--- src/rtl/irq_ctrl_pkg.sv ---
// Shared types and helpers for the irq_ctrl interrupt controller.
package irq_ctrl_pkg;

   typedef enum logic [1:0] {IDLE, ASSERT, BUSY, GAP} state_t;

   // Shortest irq low time that still gives the CPU synchronizer a clean edge.
   localparam int MIN_LOW_LB = 3;

   function automatic int id_w(input int n);
      return (n <= 2) ? 1 : $clog2(n);
   endfunction

endpackage

--- src/rtl/irq_ctrl_if.sv ---
// Handler-side request/claim/complete handshake of irq_ctrl.
interface irq_ctrl_if #(
   parameter int ID_W = 3
) ();

   logic            irq;
   logic            claim_valid;
   logic [ID_W-1:0] claim_id;
   logic            claim;
   logic            complete;
   logic [ID_W-1:0] complete_id;

   modport slave (
      input  claim, complete, complete_id,
      output irq, claim_valid, claim_id
   );

   modport master (
      output claim, complete, complete_id,
      input  irq, claim_valid, claim_id
   );

endinterface

--- src/rtl/irq_prio_enc.sv ---
// Lowest-index-first priority encoder: any request set, and the index of the winner.
module irq_prio_enc #(
   parameter int N = 8,
   parameter int W = 3
) (
   input  logic [N-1:0] req,
   output logic         any,
   output logic [W-1:0] id
);

   always_comb begin
      any = 1'b0;
      id  = '0;
      for (int i = N - 1; i >= 0; i--) begin
         if (req[i]) begin
            any = 1'b1;
            id  = W'(i);
         end
      end
   end

endmodule

--- src/rtl/irq_ctrl.sv ---
// Interrupt controller: latches source requests, presents one to the CPU and runs claim/complete.
// Build option IRQ_CTRL_LEVEL_EN selects level-sensitive sources instead of edge capture.
//
// state  | meaning
// IDLE   | waiting for an enabled pending source
// ASSERT | irq high, sel_id presented, waiting for claim
// BUSY   | handler servicing claim_id, irq low
// GAP    | enforced irq low time counting down before IDLE
module irq_ctrl
   import irq_ctrl_pkg::*;
#(
   parameter int NUM_SRC = 8,
   parameter int ID_W    = id_w(NUM_SRC),
   parameter int MIN_LOW = 4
) (
   input  logic               clk,
   input  logic               rst_n,
   input  logic [NUM_SRC-1:0] src,
   input  logic [NUM_SRC-1:0] en_mask,
   irq_ctrl_if.slave          bus,
   output logic [NUM_SRC-1:0] pending
);

   localparam int              LOW_CYC  = (MIN_LOW < MIN_LOW_LB) ? MIN_LOW_LB : MIN_LOW;
   localparam int              CNT_W    = $clog2(LOW_CYC);
   localparam logic [CNT_W-1:0] CNT_LOAD = CNT_W'(LOW_CYC - 1);

   state_t             state, state_d;
   logic [ID_W-1:0]    sel_id, sel_id_d, claim_id_d, pick_id;
   logic               irq_d, claim_valid_d, pick_any, take_claim;
   logic [CNT_W-1:0]   cnt, cnt_d;
   logic [NUM_SRC-1:0] req;

   assign take_claim = (state == ASSERT) && bus.claim;
   assign req        = pending & en_mask;

   irq_prio_enc #(.N(NUM_SRC), .W(ID_W)) u_prio (
      .req (req),
      .any (pick_any),
      .id  (pick_id)
   );

`ifdef IRQ_CTRL_LEVEL_EN
   logic [NUM_SRC-1:0] svc_mask;

   always_comb begin
      svc_mask = '0;
      if (state == BUSY) svc_mask[bus.claim_id] = 1'b1;
   end

   assign pending = src & en_mask & ~svc_mask;
`else
   logic [NUM_SRC-1:0] src_prev, edge_set, clr_mask;

   always_comb begin
      clr_mask = '0;
      if (take_claim) clr_mask[sel_id] = 1'b1;
   end

   assign edge_set = src & ~src_prev & en_mask;

   // Set is OR-ed after the clear so a coincident new edge survives the claim.
   always_ff @(posedge clk or negedge rst_n) begin
      if (!rst_n) begin
         src_prev <= '0;
         pending  <= '0;
      end else begin
         src_prev <= src;
         pending  <= (pending & ~clr_mask) | edge_set;
      end
   end
`endif

   always_comb begin
      state_d       = state;
      sel_id_d      = sel_id;
      claim_id_d    = bus.claim_id;
      irq_d         = bus.irq;
      claim_valid_d = 1'b0;
      cnt_d         = cnt;
      unique case (state)
         IDLE: begin
            if (pick_any) begin
               sel_id_d = pick_id;
               irq_d    = 1'b1;
               state_d  = ASSERT;
            end
         end
         ASSERT: begin
            if (take_claim) begin
               irq_d         = 1'b0;
               claim_id_d    = sel_id;
               claim_valid_d = 1'b1;
               state_d       = BUSY;
            end else if (!en_mask[sel_id]) begin
               // Withdrawn request still needs a full low gap before the next one.
               irq_d   = 1'b0;
               cnt_d   = CNT_LOAD;
               state_d = GAP;
            end
         end
         BUSY: begin
            irq_d = 1'b0;
            if (bus.complete && (bus.complete_id == bus.claim_id)) begin
               cnt_d   = CNT_LOAD;
               state_d = GAP;
            end
         end
         GAP: begin
            irq_d = 1'b0;
            if (cnt == '0) state_d = IDLE;
            else           cnt_d   = cnt - 1'b1;
         end
         default: state_d = IDLE;
      endcase
   end

   always_ff @(posedge clk or negedge rst_n) begin
      if (!rst_n) begin
         state           <= IDLE;
         sel_id          <= '0;
         cnt             <= '0;
         bus.irq         <= 1'b0;
         bus.claim_valid <= 1'b0;
         bus.claim_id    <= '0;
      end else begin
         state           <= state_d;
         sel_id          <= sel_id_d;
         cnt             <= cnt_d;
         bus.irq         <= irq_d;
         bus.claim_valid <= claim_valid_d;
         bus.claim_id    <= claim_id_d;
      end
   end

endmodule

--- src/flat_wrapper.sv ---
// flat-port wrapper written by rule: the top's interface ports become plain ports
module irq_ctrl_flat import irq_ctrl_pkg::*;
#(
   parameter int NUM_SRC = 8,
   parameter int ID_W    = id_w(NUM_SRC),
   parameter int MIN_LOW = 4
)
  (clk, rst_n, src, en_mask, pending, bus_claim, bus_complete, bus_complete_id, bus_irq, bus_claim_valid, bus_claim_id);
  irq_ctrl_if #(.ID_W(ID_W)) bus_i ();
  input  logic clk;
  input  logic rst_n;
  input  logic [NUM_SRC-1:0] src;
  input  logic [NUM_SRC-1:0] en_mask;
  output logic [NUM_SRC-1:0] pending;
  input wire logic [$bits(bus_i.claim)-1:0] bus_claim;
  input wire logic [$bits(bus_i.complete)-1:0] bus_complete;
  input wire logic [$bits(bus_i.complete_id)-1:0] bus_complete_id;
  output wire logic [$bits(bus_i.irq)-1:0] bus_irq;
  output wire logic [$bits(bus_i.claim_valid)-1:0] bus_claim_valid;
  output wire logic [$bits(bus_i.claim_id)-1:0] bus_claim_id;
  assign bus_i.claim = bus_claim;
  assign bus_i.complete = bus_complete;
  assign bus_i.complete_id = bus_complete_id;
  assign bus_irq = bus_i.irq;
  assign bus_claim_valid = bus_i.claim_valid;
  assign bus_claim_id = bus_i.claim_id;
  irq_ctrl #(.NUM_SRC(NUM_SRC), .ID_W(ID_W), .MIN_LOW(MIN_LOW)) u_core (.clk(clk), .rst_n(rst_n), .src(src), .en_mask(en_mask), .bus(bus_i), .pending(pending));
endmodule
--- config.mk ---
export PLATFORM = sky130hd
export DESIGN_NAME = irq_ctrl_flat
export DESIGN_NICKNAME = d
export VERILOG_FILES = /design/src/rtl/irq_ctrl_pkg.sv /design/src/rtl/irq_ctrl_if.sv /design/src/rtl/irq_prio_enc.sv /design/src/rtl/irq_ctrl.sv /design/src/flat_wrapper.sv
export SDC_FILE = /design/constraint.sdc
export NUM_CORES = 1
export LEC_CHECK = 0
export BUFFER_PORTS_ARGS = -buffer_cell sky130_fd_sc_hd__buf_2
export CORE_UTILIZATION = 40
export CTS_CLUSTER_DIAMETER = 80
export DETAILED_ROUTE_END_ITERATION = 8
export PLACE_DENSITY = 0.67
export SLEW_MARGIN = 25
export SYNTH_ARGS = -nofsm -noshare
export SYNTH_HDL_FRONTEND = slang
export SYNTH_SLANG_ARGS = --single-unit
--- constraint.sdc ---
create_clock -name clk -period 2.45 [get_ports clk]
set_input_delay 0.3675 -clock clk [delete_from_list [all_inputs] [get_ports clk]]
set_output_delay 0.3675 -clock clk [all_outputs]
set_load 0.005 [all_outputs]
==> out/qor.csv, run 1 <==
stage;metric;value;unit
clock_tree;htreeDepth;1;
routing;antenna_left;0;
routing;via_per_inst;5.40;
timing;tightest_slew;0.606;ns
yosys;yosysWarnings;0;
critical_path;r2r.worst_path.cells;5;
yosys;ys_top_cells_by_area;dfrtp_1, nand2_1, o21ai_0, ha_1, mux2i_1;
routing;num_vias;1128;
floorplanning;core;3150;um^2
timing;rsz0062_at_grt;false;
finish;final_nets;195;
clock_tree;postCtsResizedCells;0;
critical_path;r2r_setup_slack;0.54;ns
grt;grt_pass1_vias;1080;
clock_tree;cts_hold_buf;0;
clock_tree;post_cts_buffers;0;
critical_path;end_kind;flop;
placed_design;dp.final_hpwl;2240;um
yosys;postSynthAreaPerCell;10.7;um^2
grt;grt_start_max_net_pins;29;
timing;slew_headroom;0.596;
grt;met1_usage;0.232;
critical_path;rr_endpoint;u_core.state[1];
floorplanning;pin_count;36;
timing;finalCriticalPeriod;1.91;ns
timing;worst_slack;0.537;ns
pwr;p_per_area;1050;nW/um^2
critical_path;arrival;2.14;ns
finish;final_cell_mix;buf_2, dfrtp_1, nand2_1;
floorplanning;die_h;60.5;um
finish;diodes;0;
routing;dr.pass1.iters;4;
flow_run;maxCapViolCount;0;
finish;layout_commonest_cell;buf_2;
floorplanning;die_x;60.5;um
timing;finalHoldViolations;0;
clock_tree;root_buffer;clkbuf_4;
timing;period_share;0.781;
pwr;power_leakage;0.750;nW
critical_path;cp_max_fo;7;
grt;antenna_found_initial;0;
status;status;finished, final reports clean;
yosys;synth_area_leader_cell;dfrtp_1;
placed_design;finalWeightedCongestion;0.858;
grt;grt.busiest_layer;met2;
grt;grt_pass1_wl;4820;um
min_path;hold_class;in -> async;
timing;hold_ws;0.0245;ns
pwr;peakVddDrop;0.406;mV
clock_tree;clock_latency;0.33;ns
yosys;ys_types;31;
clock_tree;cts_buffer_depth;2;
routing;avgRoutedWirePerCell;13.7;um
grt;gr-total-overflow;0;
clock_tree;clkTransAtPathRegs;0.15;ns
timing;finalSetupTns;0;ns
floorplanning;rows;20;
placed_design;port_buffers;35;
grt;grt_use_total;0.179;
critical_path;worstPathRequired;2.67;ns
clock_tree;cts.sinks;28;
yosys;synth_cells;128;
finish;drive_gt1_frac;0.309;
grt;grt_use_met3;0.0533;
floorplanning;dieArea;3660;um^2
critical_path;cp-start-kind;flop;
finish;area_growth;17.7;%
floorplanning;start_util;0.434;
yosys;synthesis.area;1370;um^2
clock_tree;cts_tree;built;
placed_design;post-place-ws;0.568;ns
finish;post-route-util;0.510;
timing;max_freq;523;MHz
clock_tree;cts_made_buffers;3;
yosys;synth_top_cell_area_share;0.512;
timing;setup_violations;0;
yosys;synth_seq_cells;28;
routing;drc;0;
yosys;ys_seq_area_frac;0.512;
routing;drt_wl_total;2870;um
yosys;synth_fp_nets;156;
grt;grtUsageMet2;0.295;
critical_path;crit_type;reg -> reg;
timing;slew_violations;0;
timing;finalClockSkew;0.00829;ns
routing;drt_iter0_drc;47;
critical_path;r2r_start;u_core.sel_id[0];
-- per-layer routing --
layer  share of wire  up-vias
met5               0        -
met4          0.0056        0
met3           0.074        2
met2            0.48       45
met1            0.44      551
li1                -      530
-- power by group --
part	switching (mW)	internal, mW
Combinational	0.356	0.370
Sequential	0.164	0.603
Clock	0.132	0.0577
-- layout make-up --
cell class                      instances  area [um^2]
Clock buffer                            3         22.5
Fill cell                             311         1540
Inverter                                7         26.3
Multi-Input combinational cell         92          629
Sequential cell                        28          701
Tap cell                               44         55.1
Timing Repair Buffer                   35          175
-- critical path, stage by stage, from the launching register on --
cell and delay (ns):
dfrtp_1 0.54, mux2i_1 0.23, nor2_1 0.09, o41ai_4 0.43, o2111ai_2 0.20, mux2_4 0.32
-- cells in the mapped netlist, drive strengths merged --
| library cell | count |
|---|---|
| o2111ai | 1 |
| a32o | 1 |
| dfrtp | 28 |
| and3 | 1 |
| and2 | 1 |
| inv | 7 |
| ha | 5 |
| nand2b | 1 |
| a21oi | 8 |
| a22o | 1 |
| a22oi | 5 |
| and2b | 1 |
| nor3 | 1 |
| o21ai | 15 |
| buf | 1 |
| nand4 | 3 |
| or2 | 1 |
| nand3b | 1 |
| nand2 | 20 |
| o31ai | 2 |
| a32oi | 1 |
| mux2 | 5 |
| mux2i | 5 |
| nor2 | 6 |
| or2b | 2 |
| o41ai | 2 |
| xnor2 | 3 |
-- sequential cells by signal, indices dropped and copies added, names as in the netlist --
register,count
u_core.state,2
u_core.bus.claim_valid,1
u_core.sel_id,3
u_core.bus.claim_id,3
u_core.src_prev,8
u_core.pending,8
u_core.bus.irq,1
u_core.cnt,2
-- logic make-up (layout without fill, tap and decap cells) --
logic type,count (synthesis),after routing,share of synthesized area
and+or+nand+nor,38,38,0.134
AOI/OAI and AO/OA,36,36,0.181
DFF,28,28,0.512
muxes,10,10,0.0805
buffers and inverters,8,45,0.0275
adders and majority gates,5,5,0.0457
xor gates and xnor gates,3,3,0.0192
-- per-stage QoR --
step	power [mW]	instance area, um^2	cells
floorplan	1.27	1370	128
global placement	1.47	1590	206
detailed placement	1.51	1590	206
CTS	1.70	1610	209
global route	1.84	1610	209
finish	1.68	1610	209
-- worst max-delay path by stage --
stage                           startpoint         endpoint  slack [ns]  cells after the start
final                     u_core.sel_id[0]  u_core.state[1]        0.54                      5
after global routing      u_core.sel_id[0]    u_core.cnt[0]        0.41                      5
after CTS                 u_core.sel_id[0]  u_core.state[1]        0.53                      5
after detailed placement  u_core.sel_id[0]  u_core.state[1]        0.57                      5
after global placement    u_core.sel_id[0]  u_core.state[1]        0.64                      5
after floorplan           u_core.sel_id[0]  u_core.state[1]        0.74                      6
(Power assumes the default switching activity.)
==> run 2, diff against run 1 <==
==> constraint.sdc (replaced) <==
create_clock -name clk -period 1.8 [get_ports clk]
set_input_delay 0.27 -clock clk [delete_from_list [all_inputs] [get_ports clk]]
set_output_delay 0.27 -clock clk [all_outputs]
set_load 0.005 [all_outputs]
==> out/qor.csv, run 2 (synthesis gave the netlist of run 1 again) <==
stage;metric;value;unit;change
pwr;p_seq_frac;0.406;;-0.050
flow_run;maxCapViolCount;0;;unchanged
placed_design;dp.cells;212;;+2.9%
timing;period_share;0.992;;+0.211
routing;dr.pass1.iters;4;;unchanged
status;status;finished, final reports clean;;
routing;drt_iter0_drc;25;;-47%
pwr;pwr-share-comb;0.431;;about the same
clock_tree;root_buffer;clkbuf_4;;
clock_tree;htreeDepth;1;;unchanged
timing;finalCriticalPeriod;1.79;ns;-0.128 ns
floorplanning;start_util;0.434;;unchanged
finish;fin_cells;217;;+3.8%
finish;n_fill_cell;315;;+1.3%
timing;finalSetupTns;0;ns;unchanged
timing;max_freq;560;MHz;+7.2%
critical_path;cp_slowest_cell;dfrtp_2;;
finish;final_cell_mix;buf_2, dfrtp_1, nand2_1;;
routing;num_vias;1120;;-0.71%
timing;rsz0062_at_grt;true;;
floorplanning;rows;20;;unchanged
critical_path;cp-start-kind;flop;;
floorplanning;die_h;60.5;um;unchanged
timing;setup_violations;0;;unchanged
finish;regArea;704;um^2;+0.54%
floorplanning;pin_count;36;;unchanged
clock_tree;cts_made_buffers;3;;unchanged
critical_path;path_delay_family;multiplexers;;
pwr;power.share.clock;0.163;;+0.051
critical_path;path_buf_inv;0;;unchanged
clock_tree;clkTransAtPathRegs;0.16;ns;about the same
timing;hold_ws;0.0360;ns;+0.0115 ns
grt;grt_use_total;0.180;;+0.000657
routing;drc;0;;unchanged
clock_tree;cts_tree;built;;
critical_path;slowest_delay;0.47;ns;-0.07 ns
placed_design;placed_cell_area;1630;um^2;+2.8%
routing;drt_wl_total;2820;um;-1.8%
pwr;switching_share;0.360;;-0.0274
grt;grt_pass1_wl;4910;um;+1.8%
critical_path;end_kind;flop;;
grt;grt_pass1_vias;1131;;+4.7%
grt;grt_start_max_net_pins;29;;unchanged
pwr;peakVddDrop;0.645;mV;+59%
clock_tree;cts_buffer_depth;2;;unchanged
placed_design;port_buffers;35;;unchanged
finish;layout_commonest_cell;buf_2;;
floorplanning;core;3150;um^2;unchanged
critical_path;worstPathRequired;2.03;ns;-0.64 ns
grt;antenna_found_initial;0;;unchanged
routing;avgRoutedWirePerCell;13.0;um;-5.4%
routing;antenna_left;0;;unchanged
finish;area_growth;25.4;%;
placed_design;finalWeightedCongestion;0.858;;unchanged
placed_design;dp.final_hpwl;2240;um;-0.11%
finish;drive_gt1_frac;0.376;;+0.0666
finish;top_regs;u_core.pending: 8 flops, u_core.src_prev: 8 flops;;
timing;slew_violations;0;;unchanged
timing;slew_headroom;0.600;;+0.00386
pwr;p_sw;0.915;mW;+40%
clock_tree;cts.sinks;28;;unchanged
critical_path;crit_type;reg -> reg;;
critical_path;cp_cell_sequence;mux2i_1, nor3_2, o41ai_4, o2111ai_2, mux2_4;;
timing;finalHoldViolations;0;;unchanged
clock_tree;clock_latency;0.34;ns;about the same
grt;gr-total-overflow;0;;unchanged
finish;diodes;0;;unchanged
pwr;p_per_area;1480;nW/um^2;+42%
finish;final_cell_area;1720;um^2;+6.6%
critical_path;cp_max_fo;6;;-1
floorplanning;dieArea;3660;um^2;unchanged
pwr;p_int;1.63;mW;+58%
min_path;hold_class;in -> reg;;
floorplanning;die_x;60.5;um;unchanged
finish;post-route-util;0.544;;+0.0337
finish;final_nets;202;;+3.6%
timing;tightest_slew;0.601;ns;-0.00579 ns
finish;multiInputGateArea;647;um^2;+2.8%
pwr;power_leakage;0.799;nW;+6.6%
clock_tree;post_cts_buffers;0;;unchanged
routing;via_per_inst;5.16;;-4.4%
critical_path;arrival;2.02;ns;-0.12 ns
timing;finalClockSkew;0.0115;ns;+0.00318 ns
[run 2: cell types whose count changed in the layout (fill, tap and decap cells not counted), sizes merged]
cell	change
buf	+6
dlygate4sd3	+1
bufinv	+1
[run 2: cell type report]
class / count / share of cell area
Inverter: 7 / 0.0153
Timing Repair Buffer: 42 / 0.134
Sequential cell: 28 / 0.411
Clock buffer: 3 / 0.0131
Multi-Input combinational cell: 92 / 0.377
Tap cell: 44 / 0.0321
Clock inverter: 1 / 0.0175
[run 2: power by group through the flow]
stage	sequential, mW	combinational, mW	clock (mW)
after floorplan	0.997	0.735	0
after global placement	1.02	1.06	0
after detailed placement	1.04	1.08	0
after CTS	1.03	1.09	0.426
after global routing	1.07	1.25	0.456
final	1.03	1.10	0.415
[run 2: final timing paths]
check                                    from                  to  slack (ns)  cells after the start
setup / recovery             u_core.sel_id[0]     u_core.state[1]        0.01                      5
hold / removal                         src[3]  u_core.src_prev[3]        0.04                      1
setup reg to reg             u_core.sel_id[0]     u_core.state[1]        0.01                      5
hold reg to reg            u_core.src_prev[6]   u_core.pending[6]        0.44                      1
max in group asynchronous               rst_n    u_core.sel_id[2]        0.92                      2
min in group asynchronous               rst_n   u_core.pending[3]        0.45                      2
[run 2: per-layer routing]
| metal | GRT usage | wire length [um] | part of all wire | vias to the layer above |
|---|---|---|---|---|
| met5 | 0 | 0 | 0 | - |
| met3 | 0.0512 | 143 | 0.051 | 5 |
| met4 | 0.0357 | 21 | 0.0074 | 0 |
| met2 | 0.300 | 1350 | 0.48 | 32 |
| li1 | - | - | - | 541 |
| met1 | 0.234 | 1300 | 0.46 | 542 |
[run 2: metrics by stage]
| stage | setup WS, ns | power (mW) |
|---|---|---|
| finish | 0.0150 | 2.54 |
| global route | -0.0646 | 2.78 |
| CTS | 0.0208 | 2.54 |
| detailed placement | -0.00118 | 2.12 |
| global placement | 0.0583 | 2.08 |
| floorplan | 0.0858 | 1.73 |
[run 2: repair_timing]
item,CTS,global route
pin swaps,0,1
endpoints found under the setup margin,1,4
hold buffers,1,0
resized for setup,1,6
endpoints found under the hold margin,28,0
